<file path="config.mk">
export PLATFORM = sky130hd
export DESIGN_NAME = pkt_ring_writer_flat
export DESIGN_NICKNAME = d
export VERILOG_FILES = /design/src/rtl/pkt_ring_writer_pkg.sv /design/src/rtl/pkt_ring_writer_if.sv /design/src/rtl/pkt_ring_writer_ptr_table_ram.sv /design/src/rtl/pkt_ring_writer.sv /design/src/flat_wrapper.sv
export SDC_FILE = /design/constraint.sdc
export NUM_CORES = 2
export LEC_CHECK = 0
export ABC_AREA = 1
export CAP_MARGIN = 20
export CORE_AREA = 2 2 446 448
export CTS_CLUSTER_DIAMETER = 60
export DETAILED_ROUTE_END_ITERATION = 6
export DIE_AREA = 0 0 448 450
export GPL_TIMING_DRIVEN = 0
export PLACE_DENSITY = 0.5
export SLEW_MARGIN = 15
export SYNTH_ARGS = -nofsm -noshare
export SYNTH_HDL_FRONTEND = slang
export SYNTH_HIERARCHICAL = 1
export SYNTH_SLANG_ARGS = --single-unit
export TNS_END_PERCENT = 5
</file>
<file path="constraint.sdc">
create_clock -name clk -period 27.3 [get_ports clk]
set_clock_uncertainty 0.1 [all_clocks]
set_input_delay 2.73 -clock clk [delete_from_list [all_inputs] [get_ports clk]]
set_output_delay 2.73 -clock clk [all_outputs]
set_load 0.05 [all_outputs]
</file>
<file path="src/rtl/pkt_ring_writer_pkg.sv">
// Shared types for the packet ring writer: flit/descriptor formats, ring-slot and FSM types.
package pkt_ring_writer_pkg;

  localparam int unsigned FLOW_IDX_WIDTH = 4;
  localparam int unsigned RB_SIZE_LOG    = 12;
  localparam int unsigned PKT_SIZE_WIDTH = 16;

  typedef struct packed {
    logic [511:0] data;
    logic         sop;
    logic         eop;
  } flit_lite_t;

  typedef struct packed {
    logic [FLOW_IDX_WIDTH-1:0] pkt_queue_id;
    logic [PKT_SIZE_WIDTH-1:0] size;
  } pkt_meta_t;

  typedef logic [RB_SIZE_LOG-1:0]    ring_slot_t;
  typedef logic [FLOW_IDX_WIDTH-1:0] queue_id_t;

  typedef enum logic [2:0] {
    StInit,
    StIdle,
    StLookup,
    StCheck,
    StWrite,
    StDrop,
    StUpdate
  } state_e;

endpackage

</file>
<file path="src/rtl/pkt_ring_writer_if.sv">
// Bundles the flit/descriptor inputs, head writes, slot writes, tail updates and status.
interface pkt_ring_writer_if import pkt_ring_writer_pkg::*; ();

  flit_lite_t   in_pkt_data;
  logic         in_pkt_valid;
  logic         in_pkt_ready;
  pkt_meta_t    in_meta_data;
  logic         in_meta_valid;
  logic         in_meta_ready;
  logic         head_wr_valid;
  queue_id_t    head_wr_queue_id;
  ring_slot_t   head_wr_value;
  logic [511:0] out_wr_data;
  queue_id_t    out_wr_queue_id;
  ring_slot_t   out_wr_slot;
  logic         out_wr_sop;
  logic         out_wr_eop;
  logic         out_wr_valid;
  logic         out_wr_ready;
  logic         tail_upd_valid;
  queue_id_t    tail_upd_queue_id;
  ring_slot_t   tail_upd_value;
  logic         init_done;
  logic [31:0]  dropped_pkts;

  modport master (
    output in_pkt_data, in_pkt_valid, in_meta_data, in_meta_valid,
    output head_wr_valid, head_wr_queue_id, head_wr_value, out_wr_ready,
    input  in_pkt_ready, in_meta_ready, out_wr_data, out_wr_queue_id, out_wr_slot,
    input  out_wr_sop, out_wr_eop, out_wr_valid, tail_upd_valid, tail_upd_queue_id,
    input  tail_upd_value, init_done, dropped_pkts
  );

  modport slave (
    input  in_pkt_data, in_pkt_valid, in_meta_data, in_meta_valid,
    input  head_wr_valid, head_wr_queue_id, head_wr_value, out_wr_ready,
    output in_pkt_ready, in_meta_ready, out_wr_data, out_wr_queue_id, out_wr_slot,
    output out_wr_sop, out_wr_eop, out_wr_valid, tail_upd_valid, tail_upd_queue_id,
    output tail_upd_value, init_done, dropped_pkts
  );

endinterface

</file>
<file path="src/rtl/pkt_ring_writer_ptr_table_ram.sv">
// Simple dual-port pointer table: one write port, one read port with 1-cycle latency.
module pkt_ring_writer_ptr_table_ram #(
  parameter int unsigned AddrWidth = 4,
  parameter int unsigned DataWidth = 12
) (
  input  logic                 clk,
  input  logic                 we,
  input  logic [AddrWidth-1:0] waddr,
  input  logic [DataWidth-1:0] wdata,
  input  logic [AddrWidth-1:0] raddr,
  output logic [DataWidth-1:0] rdata
);

  logic [DataWidth-1:0] mem [2**AddrWidth];

  // Contents are cleared by the owner's init sweep, so no reset here.
  always_ff @(posedge clk) begin
    if (we) mem[waddr] <= wdata;
    rdata <= mem[raddr];
  end

endmodule

</file>
<file path="src/rtl/pkt_ring_writer.sv">
// Admits or drops each packet against its queue's ring free space and streams admitted
// flits as slot-addressed writes, publishing the advanced tail after each packet.
module pkt_ring_writer import pkt_ring_writer_pkg::*; (
  input  logic               clk,
  input  logic               rst,
  pkt_ring_writer_if.slave   bus
);

  localparam int unsigned NbQueues = 2**FLOW_IDX_WIDTH;

  state_e                    state;
  queue_id_t                 init_addr;
  pkt_meta_t                 meta;
  ring_slot_t                tail;
  logic [PKT_SIZE_WIDTH-1:0] cnt;
  ring_slot_t                cnt_slot;
  ring_slot_t                head_rd, tail_rd, free_slots;
  logic                      pkt_acc, meta_acc;
  logic                      head_we, tail_we;
  queue_id_t                 head_waddr, tail_waddr;
  ring_slot_t                head_wdata, tail_wdata;

  assign cnt_slot = cnt[RB_SIZE_LOG-1:0];

  always_comb begin
    bus.in_meta_ready = (state == StIdle);
    bus.in_pkt_ready  = 1'b0;
    if (state == StWrite)     bus.in_pkt_ready = !bus.out_wr_valid || bus.out_wr_ready;
    else if (state == StDrop) bus.in_pkt_ready = 1'b1;
    pkt_acc    = bus.in_pkt_valid && bus.in_pkt_ready;
    meta_acc   = bus.in_meta_valid && bus.in_meta_ready;
    free_slots = head_rd - tail_rd - ring_slot_t'(1);
    // Head writes from software are dropped while the init sweep owns the port.
    head_we    = (state == StInit) || bus.head_wr_valid;
    head_waddr = (state == StInit) ? init_addr : bus.head_wr_queue_id;
    head_wdata = (state == StInit) ? '0 : bus.head_wr_value;
    tail_we    = (state == StInit) || (state == StUpdate);
    tail_waddr = (state == StInit) ? init_addr : meta.pkt_queue_id;
    tail_wdata = (state == StInit) ? '0 : tail + cnt_slot;
  end

  pkt_ring_writer_ptr_table_ram #(
    .AddrWidth(FLOW_IDX_WIDTH),
    .DataWidth(RB_SIZE_LOG)
  ) u_head_table (
    .clk  (clk),
    .we   (head_we),
    .waddr(head_waddr),
    .wdata(head_wdata),
    .raddr(meta.pkt_queue_id),
    .rdata(head_rd)
  );

  pkt_ring_writer_ptr_table_ram #(
    .AddrWidth(FLOW_IDX_WIDTH),
    .DataWidth(RB_SIZE_LOG)
  ) u_tail_table (
    .clk  (clk),
    .we   (tail_we),
    .waddr(tail_waddr),
    .wdata(tail_wdata),
    .raddr(meta.pkt_queue_id),
    .rdata(tail_rd)
  );

  always_ff @(posedge clk or posedge rst) begin
    if (rst) begin
      state                 <= StInit;
      init_addr             <= '0;
      meta                  <= '0;
      tail                  <= '0;
      cnt                   <= '0;
      bus.out_wr_data       <= '0;
      bus.out_wr_queue_id   <= '0;
      bus.out_wr_slot       <= '0;
      bus.out_wr_sop        <= 1'b0;
      bus.out_wr_eop        <= 1'b0;
      bus.out_wr_valid      <= 1'b0;
      bus.tail_upd_valid    <= 1'b0;
      bus.tail_upd_queue_id <= '0;
      bus.tail_upd_value    <= '0;
      bus.init_done         <= 1'b0;
      bus.dropped_pkts      <= '0;
    end else begin
      bus.tail_upd_valid <= 1'b0;
      if (bus.out_wr_valid && bus.out_wr_ready) bus.out_wr_valid <= 1'b0;
      case (state)
        StInit: begin
          init_addr <= init_addr + queue_id_t'(1);
          if (init_addr == queue_id_t'(NbQueues - 1)) begin
            bus.init_done <= 1'b1;
            state         <= StIdle;
          end
        end
        StIdle: begin
          if (meta_acc) begin
            meta  <= bus.in_meta_data;
            state <= StLookup;
          end
        end
        StLookup: state <= StCheck;
        StCheck: begin
          tail <= tail_rd;
          cnt  <= '0;
          if (meta.size == '0 || meta.size > PKT_SIZE_WIDTH'(free_slots)) state <= StDrop;
          else                                                           state <= StWrite;
        end
        StWrite: begin
          if (pkt_acc) begin
            bus.out_wr_valid    <= 1'b1;
            bus.out_wr_data     <= bus.in_pkt_data.data;
            bus.out_wr_sop      <= bus.in_pkt_data.sop;
            bus.out_wr_eop      <= bus.in_pkt_data.eop;
            bus.out_wr_queue_id <= meta.pkt_queue_id;
            bus.out_wr_slot     <= tail + cnt_slot;
            cnt                 <= cnt + 1'b1;
            // Pulse the new tail while UPDATE commits it to the table.
            if (bus.in_pkt_data.eop) begin
              bus.tail_upd_valid    <= 1'b1;
              bus.tail_upd_queue_id <= meta.pkt_queue_id;
              bus.tail_upd_value    <= tail + cnt_slot + ring_slot_t'(1);
              state                 <= StUpdate;
            end
          end
        end
        StDrop: begin
          if (pkt_acc && bus.in_pkt_data.eop) begin
            if (bus.dropped_pkts != '1) bus.dropped_pkts <= bus.dropped_pkts + 32'd1;
            state <= StIdle;
          end
        end
        StUpdate: state <= StIdle;
        default:  state <= StInit;
      endcase
    end
  end

  cnt_matches_size: assert property (@(posedge clk) disable iff (rst)
    (state == StWrite && pkt_acc && bus.in_pkt_data.eop) |-> (cnt + 1'b1 == meta.size));

endmodule

</file>
<file path="src/flat_wrapper.sv">
// flat-port wrapper written by rule: the top's interface ports become plain ports
module pkt_ring_writer_flat import pkt_ring_writer_pkg::*;
  (clk, rst, bus_in_pkt_data, bus_in_pkt_valid, bus_in_meta_data, bus_in_meta_valid, bus_head_wr_valid, bus_head_wr_queue_id, bus_head_wr_value, bus_out_wr_ready, bus_in_pkt_ready, bus_in_meta_ready, bus_out_wr_data, bus_out_wr_queue_id, bus_out_wr_slot, bus_out_wr_sop, bus_out_wr_eop, bus_out_wr_valid, bus_tail_upd_valid, bus_tail_upd_queue_id, bus_tail_upd_value, bus_init_done, bus_dropped_pkts);
  pkt_ring_writer_if bus_i ();
  input  logic clk;
  input  logic rst;
  input wire logic [$bits(bus_i.in_pkt_data)-1:0] bus_in_pkt_data;
  input wire logic [$bits(bus_i.in_pkt_valid)-1:0] bus_in_pkt_valid;
  input wire logic [$bits(bus_i.in_meta_data)-1:0] bus_in_meta_data;
  input wire logic [$bits(bus_i.in_meta_valid)-1:0] bus_in_meta_valid;
  input wire logic [$bits(bus_i.head_wr_valid)-1:0] bus_head_wr_valid;
  input wire logic [$bits(bus_i.head_wr_queue_id)-1:0] bus_head_wr_queue_id;
  input wire logic [$bits(bus_i.head_wr_value)-1:0] bus_head_wr_value;
  input wire logic [$bits(bus_i.out_wr_ready)-1:0] bus_out_wr_ready;
  output wire logic [$bits(bus_i.in_pkt_ready)-1:0] bus_in_pkt_ready;
  output wire logic [$bits(bus_i.in_meta_ready)-1:0] bus_in_meta_ready;
  output wire logic [$bits(bus_i.out_wr_data)-1:0] bus_out_wr_data;
  output wire logic [$bits(bus_i.out_wr_queue_id)-1:0] bus_out_wr_queue_id;
  output wire logic [$bits(bus_i.out_wr_slot)-1:0] bus_out_wr_slot;
  output wire logic [$bits(bus_i.out_wr_sop)-1:0] bus_out_wr_sop;
  output wire logic [$bits(bus_i.out_wr_eop)-1:0] bus_out_wr_eop;
  output wire logic [$bits(bus_i.out_wr_valid)-1:0] bus_out_wr_valid;
  output wire logic [$bits(bus_i.tail_upd_valid)-1:0] bus_tail_upd_valid;
  output wire logic [$bits(bus_i.tail_upd_queue_id)-1:0] bus_tail_upd_queue_id;
  output wire logic [$bits(bus_i.tail_upd_value)-1:0] bus_tail_upd_value;
  output wire logic [$bits(bus_i.init_done)-1:0] bus_init_done;
  output wire logic [$bits(bus_i.dropped_pkts)-1:0] bus_dropped_pkts;
  assign bus_i.in_pkt_data = bus_in_pkt_data;
  assign bus_i.in_pkt_valid = bus_in_pkt_valid;
  assign bus_i.in_meta_data = bus_in_meta_data;
  assign bus_i.in_meta_valid = bus_in_meta_valid;
  assign bus_i.head_wr_valid = bus_head_wr_valid;
  assign bus_i.head_wr_queue_id = bus_head_wr_queue_id;
  assign bus_i.head_wr_value = bus_head_wr_value;
  assign bus_i.out_wr_ready = bus_out_wr_ready;
  assign bus_in_pkt_ready = bus_i.in_pkt_ready;
  assign bus_in_meta_ready = bus_i.in_meta_ready;
  assign bus_out_wr_data = bus_i.out_wr_data;
  assign bus_out_wr_queue_id = bus_i.out_wr_queue_id;
  assign bus_out_wr_slot = bus_i.out_wr_slot;
  assign bus_out_wr_sop = bus_i.out_wr_sop;
  assign bus_out_wr_eop = bus_i.out_wr_eop;
  assign bus_out_wr_valid = bus_i.out_wr_valid;
  assign bus_tail_upd_valid = bus_i.tail_upd_valid;
  assign bus_tail_upd_queue_id = bus_i.tail_upd_queue_id;
  assign bus_tail_upd_value = bus_i.tail_upd_value;
  assign bus_init_done = bus_i.init_done;
  assign bus_dropped_pkts = bus_i.dropped_pkts;
  pkt_ring_writer u_core (.clk(clk), .rst(rst), .bus(bus_i));
endmodule
</file>
==> report_table.html <==
<table>
<tr><th>Metric</th><th>Value</th></tr>
<tr><th colspan="2">Worst hold path</th></tr>
<tr><td>Type of the worst min-delay path</td><td>reg -&gt; reg</td></tr>
<tr><th colspan="2">Synthesis</th></tr>
<tr><td>Syn Nets</td><td>5302</td></tr>
<tr><td>Yosys Warn Count</td><td>6</td></tr>
<tr><td>Dominant synthesized flop cell</td><td>dfrtp_1</td></tr>
<tr><td>Synth cell types</td><td>45</td></tr>
<tr><td>Netlist area before placement</td><td>43460 um^2</td></tr>
<tr><td>Number of enable flip-flop cells after synthesis</td><td>384</td></tr>
<tr><td>Post-synthesis cell count</td><td>4706</td></tr>
<tr><td>Mean instance size in the synthesized netlist</td><td>9.236 um^2</td></tr>
<tr><td>Number of synthesized register bits</td><td>1040</td></tr>
<tr><td>Async SR Flop Fraction</td><td>0.6077</td></tr>
<tr><td>Portion of the post-synthesis area used by sequential elements</td><td>0.6402</td></tr>
<tr><th colspan="2">Placed design</th></tr>
<tr><td>Cell area after placement</td><td>58730 um^2</td></tr>
<tr><td>HPWL after DPL</td><td>188100 um</td></tr>
<tr><td>Weighted congestion reported at the end of routability-driven placement</td><td>0.9553</td></tr>
<tr><td>Count of buffers inserted at the top-level ports</td><td>1138</td></tr>
<tr><th colspan="2">Setup path</th></tr>
<tr><td>Maximum net fanout on the critical path</td><td>2</td></tr>
<tr><td>Most numerous cell on the critical path</td><td>clkdlybuf4s50_1</td></tr>
<tr><td>Ordered list of cells on the worst path</td><td>clkdlybuf4s50_1 &gt; nor2_1 &gt; a21oi_2 &gt; clkdlybuf4s50_1</td></tr>
<tr><td>Type of destination of the critical path</td><td>output port</td></tr>
<tr><td>Worst endpoint data arrival time</td><td>4.83 ns</td></tr>
<tr><td>Worst EP required</td><td>24.47 ns</td></tr>
<tr><td>Total buffers and inverters traversed by the critical path</td><td>2</td></tr>
<tr><td>Startpoint Class</td><td>input port</td></tr>
<tr><td>Delay of the slowest cell on the worst path</td><td>0.83 ns</td></tr>
<tr><td>Kind of cell with the highest combined delay on the critical path</td><td>buffers and inverters</td></tr>
<tr><td>Type of the worst setup path</td><td>in -&gt; out</td></tr>
<tr><td>Slowest cell on the critical path</td><td>clkdlybuf4s50_1</td></tr>
<tr><th colspan="2">Timing</th></tr>
<tr><td>Fin. Hold Viols</td><td>0</td></tr>
<tr><td>Fin crit share</td><td>0.2807</td></tr>
<tr><td>Pin slew with the least headroom to its limit</td><td>1.263 ns</td></tr>
<tr><td>Upper clock frequency limit</td><td>130.5 MHz</td></tr>
<tr><td>Crit path time final</td><td>7.664 ns</td></tr>
<tr><td>Fin Hold WS</td><td>0.3773 ns</td></tr>
<tr><td>Setup repair after global routing missed its margin</td><td>false</td></tr>
<tr><td>Headroom to the max-slew limit</td><td>0.1555</td></tr>
<tr><td>Setup-violating endpoint count in the final report</td><td>0</td></tr>
<tr><td>Final Max Tran Viols</td><td>0</td></tr>
<tr><th colspan="2">CTS</th></tr>
<tr><td>PostCTS Resize Cnt</td><td>0</td></tr>
<tr><td>TritonCTS clock tree</td><td>built</td></tr>
<tr><td>Clk slew on worst S/H paths</td><td>0.06 ns</td></tr>
<tr><td>Count of buffers added by post-CTS timing repair for setup</td><td>0</td></tr>
<tr><td>H-tree level count</td><td>4</td></tr>
<tr><td>Count of clock tree sinks</td><td>1040</td></tr>
<tr><td>Number of buffers created by CTS</td><td>138</td></tr>
<tr><td>Count of hold buffers inserted by post-cts repair</td><td>0</td></tr>
<tr><td>Maximum number of buffers from clock root to sink</td><td>3</td></tr>
<tr><td>Clock insertion delay at the later pin of the skew report</td><td>0.81 ns</td></tr>
<tr><td>Clock Root Buffer</td><td>clkbuf_16</td></tr>
<tr><th colspan="2">Route</th></tr>
<tr><td>Routed via count</td><td>37970</td></tr>
<tr><td>Average wire per standard cell</td><td>26.81 um</td></tr>
<tr><td>Drt via density</td><td>4.318</td></tr>
<tr><td>Iteration count of the initial detailed-routing pass</td><td>5</td></tr>
<tr><td>Remaining routing DRC violations</td><td>0</td></tr>
<tr><td>Drt total wl</td><td>235700 um</td></tr>
<tr><td>Iteration-0 DRC count of the detailed router</td><td>3024</td></tr>
<tr><td>Residual antenna-violating net count after detailed routing</td><td>0</td></tr>
<tr><th colspan="2">Final layout</th></tr>
<tr><td>Finished Cell Area</td><td>63590 um^2</td></tr>
<tr><td>Nets</td><td>6618</td></tr>
<tr><td>Growth of design area from synthesis to finish</td><td>46.32%</td></tr>
<tr><td>Proportion of layout cells with a drive suffix above 1</td><td>0.08544</td></tr>
<tr><th colspan="2">Job</th></tr>
<tr><td>Max-cap violations</td><td>0</td></tr>
<tr><th colspan="2">Die</th></tr>
<tr><td>Die width</td><td>448 um</td></tr>
<tr><td>Full die area</td><td>201600 um^2</td></tr>
<tr><td>Number of top-level design ports</td><td>1139</td></tr>
<tr><td>DIE HEIGHT</td><td>450 um</td></tr>
<tr><td>FP Rows</td><td>163</td></tr>
<tr><td>Starting density of the core</td><td>0.2211</td></tr>
<tr><td>Core area</td><td>196600 um^2</td></tr>
<tr><th colspan="2">Global route</th></tr>
<tr><td>Overall overflow remaining after global route</td><td>0</td></tr>
<tr><td>Vias in the first global route</td><td>36670</td></tr>
<tr><td>Global-route wire length before repair</td><td>313400 um</td></tr>
<tr><td>Antenna violations before repair</td><td>73</td></tr>
<tr><td>Pin count of the biggest net entering global routing</td><td>102</td></tr>
<tr><td>Overall fraction of global-route tracks in use</td><td>0.2268</td></tr>
<tr><th colspan="2">Pwr</th></tr>
<tr><td>Peak supply drop</td><td>0.08473 mV</td></tr>
<tr><td>Leak pwr</td><td>0.02940 uW</td></tr>
<tr><td>Power density cells</td><td>141.0 nW/um^2</td></tr>
<tr><th colspan="2">Status</th></tr>
<tr><td>Outcome</td><td>finished, final reports clean</td></tr>
</table>
## synth_stat cells (7+ instances only)
library cell	number	share of area
nor2_1	114	0.0098
edfxtp_1	384	0.27
inv_1	404	0.035
nand3_1	341	0.039
buf_2	157	0.018
nor3_1	17	0.0020
clkbuf_1	21	0.0018
nor4_1	9	0.0013
dfrtp_1	632	0.36
a21oi_1	36	0.0041
mux2_2	15	0.0039
xnor2_1	19	0.0038
nand4_1	23	0.0033
dfxtp_1	24	0.011
nand2_1	2305	0.20
buf_1	10	0.00086
ha_1	38	0.011
nand2_2	7	0.0010
o21ai_0	46	0.0053
xor2_1	29	0.0058
buf_6	14	0.0036
## report_power, final
group / total, uW / leakage, uW / internal [uW] / switching, uW
Sequential: 2550 / 0.0117 / 2220 / 325
Clock: 1880 / 0.00231 / 1100 / 787
Combinational: 4530 / 0.0154 / 1270 / 3260
## worst reg2reg max path, cell delays in order (launching register included)
cell and delay, ns:
dfrtp_1 0.43, nor2_1 0.15, inv_1 0.07, nor2_1 0.58, clkbuf_1 0.68, nand2_1 0.31, nand2_1 0.21, nand3b_1 0.25
nor2_1 0.74, buf_4 0.29
## kinds of logic after synthesis
group	count (synthesis)	synth area share
buffers and inverters	619	0.06089
multiplexers	15	0.003886
AND/OR/NAND/NOR	2841	0.2608
XOR/XNOR	48	0.009673
flip-flops	1040	0.6402
adder cells (fa/ha/maj)	40	0.01186
AO/OA/AOI/OAI	103	0.01264
## per-stage QoR
step	power (uW)	TNS, ns	instances	worst slack, ns	util
6_report	8965	0	8793	19.64	0.3235
5_1_grt	9383	0	8781	19.62	0.3233
4_1_cts	9036	0	8767	19.60	0.3230
3_5_place_dp	7097	0	8516	19.59	0.2987
3_3_place_gp	7041	-2020.91	8484	-3.442	0.2958
2_1_floorplan	5062	0	4706	6.768	-
## final timing paths
check,start,end,slack (ns),cells past startpoint
setup / recovery,bus_out_wr_ready,bus_in_pkt_ready,19.64,4
hold / removal,u_core/bus.out_wr_data[290],u_core/bus.out_wr_data[290],0.38,2
setup reg to reg,u_core/state[1],u_core/u_tail_table/mem[7][10],23.19,9
hold reg to reg,u_core/bus.out_wr_data[290],u_core/bus.out_wr_data[290],0.38,2
max in group asynchronous,rst,u_core/bus.out_wr_data[17],22.84,5
min in group asynchronous,rst,u_core/meta[13],2.33,2
## cell usage in the layout (no fill, tap or decap), types with 15 or more instances in the layout
cell type	instances
a21oi_1	36
buf_2	160
buf_4	18
buf_6	25
clkbuf_1	43
clkbuf_16	142
clkbuf_8	20
clkdlybuf4s50_1	1135
clkinv_2	15
dfrtp_1	632
dfxtp_1	24
diode_2	20
edfxtp_1	384
ha_1	38
inv_1	403
mux2_2	15
nand2_1	2305
nand3_1	341
nand4_1	23
nor2_1	78
nor2_2	41
nor3_1	17
o21ai_0	46
xnor2_1	19
xor2_1	29
## state kept, by name, summed over array words and instances (netlist names), 20 cells and up
name                     flops
u_core/meta                 20
u_core/bus.out_wr_data     512
u_core/u_head_table/mem    192
u_core/bus.dropped_pkts     32
u_core/u_tail_table/mem    192
## routing by layer
layer,vias to the layer above,part of all wire,GRT usage
met3,348,0.088,0.07310
met2,1536,0.44,0.3462
met5,-,0.00088,0
met4,34,0.043,0.09443
met1,18650,0.42,0.2941
li1,17400,-,-
## layout make-up
class,instances,area [um^2]
inverter,412,1556
buffer,207,1097
multi-input combinational,3047,13080
tap,2640,3303
clock buffer,184,3911
timing repair buffer,1176,11910
clock inverter,67,862.1
fill,20470,133000
sequential,1040,27830
antenna,20,50.05
Power figures use the tool's default switching activity.
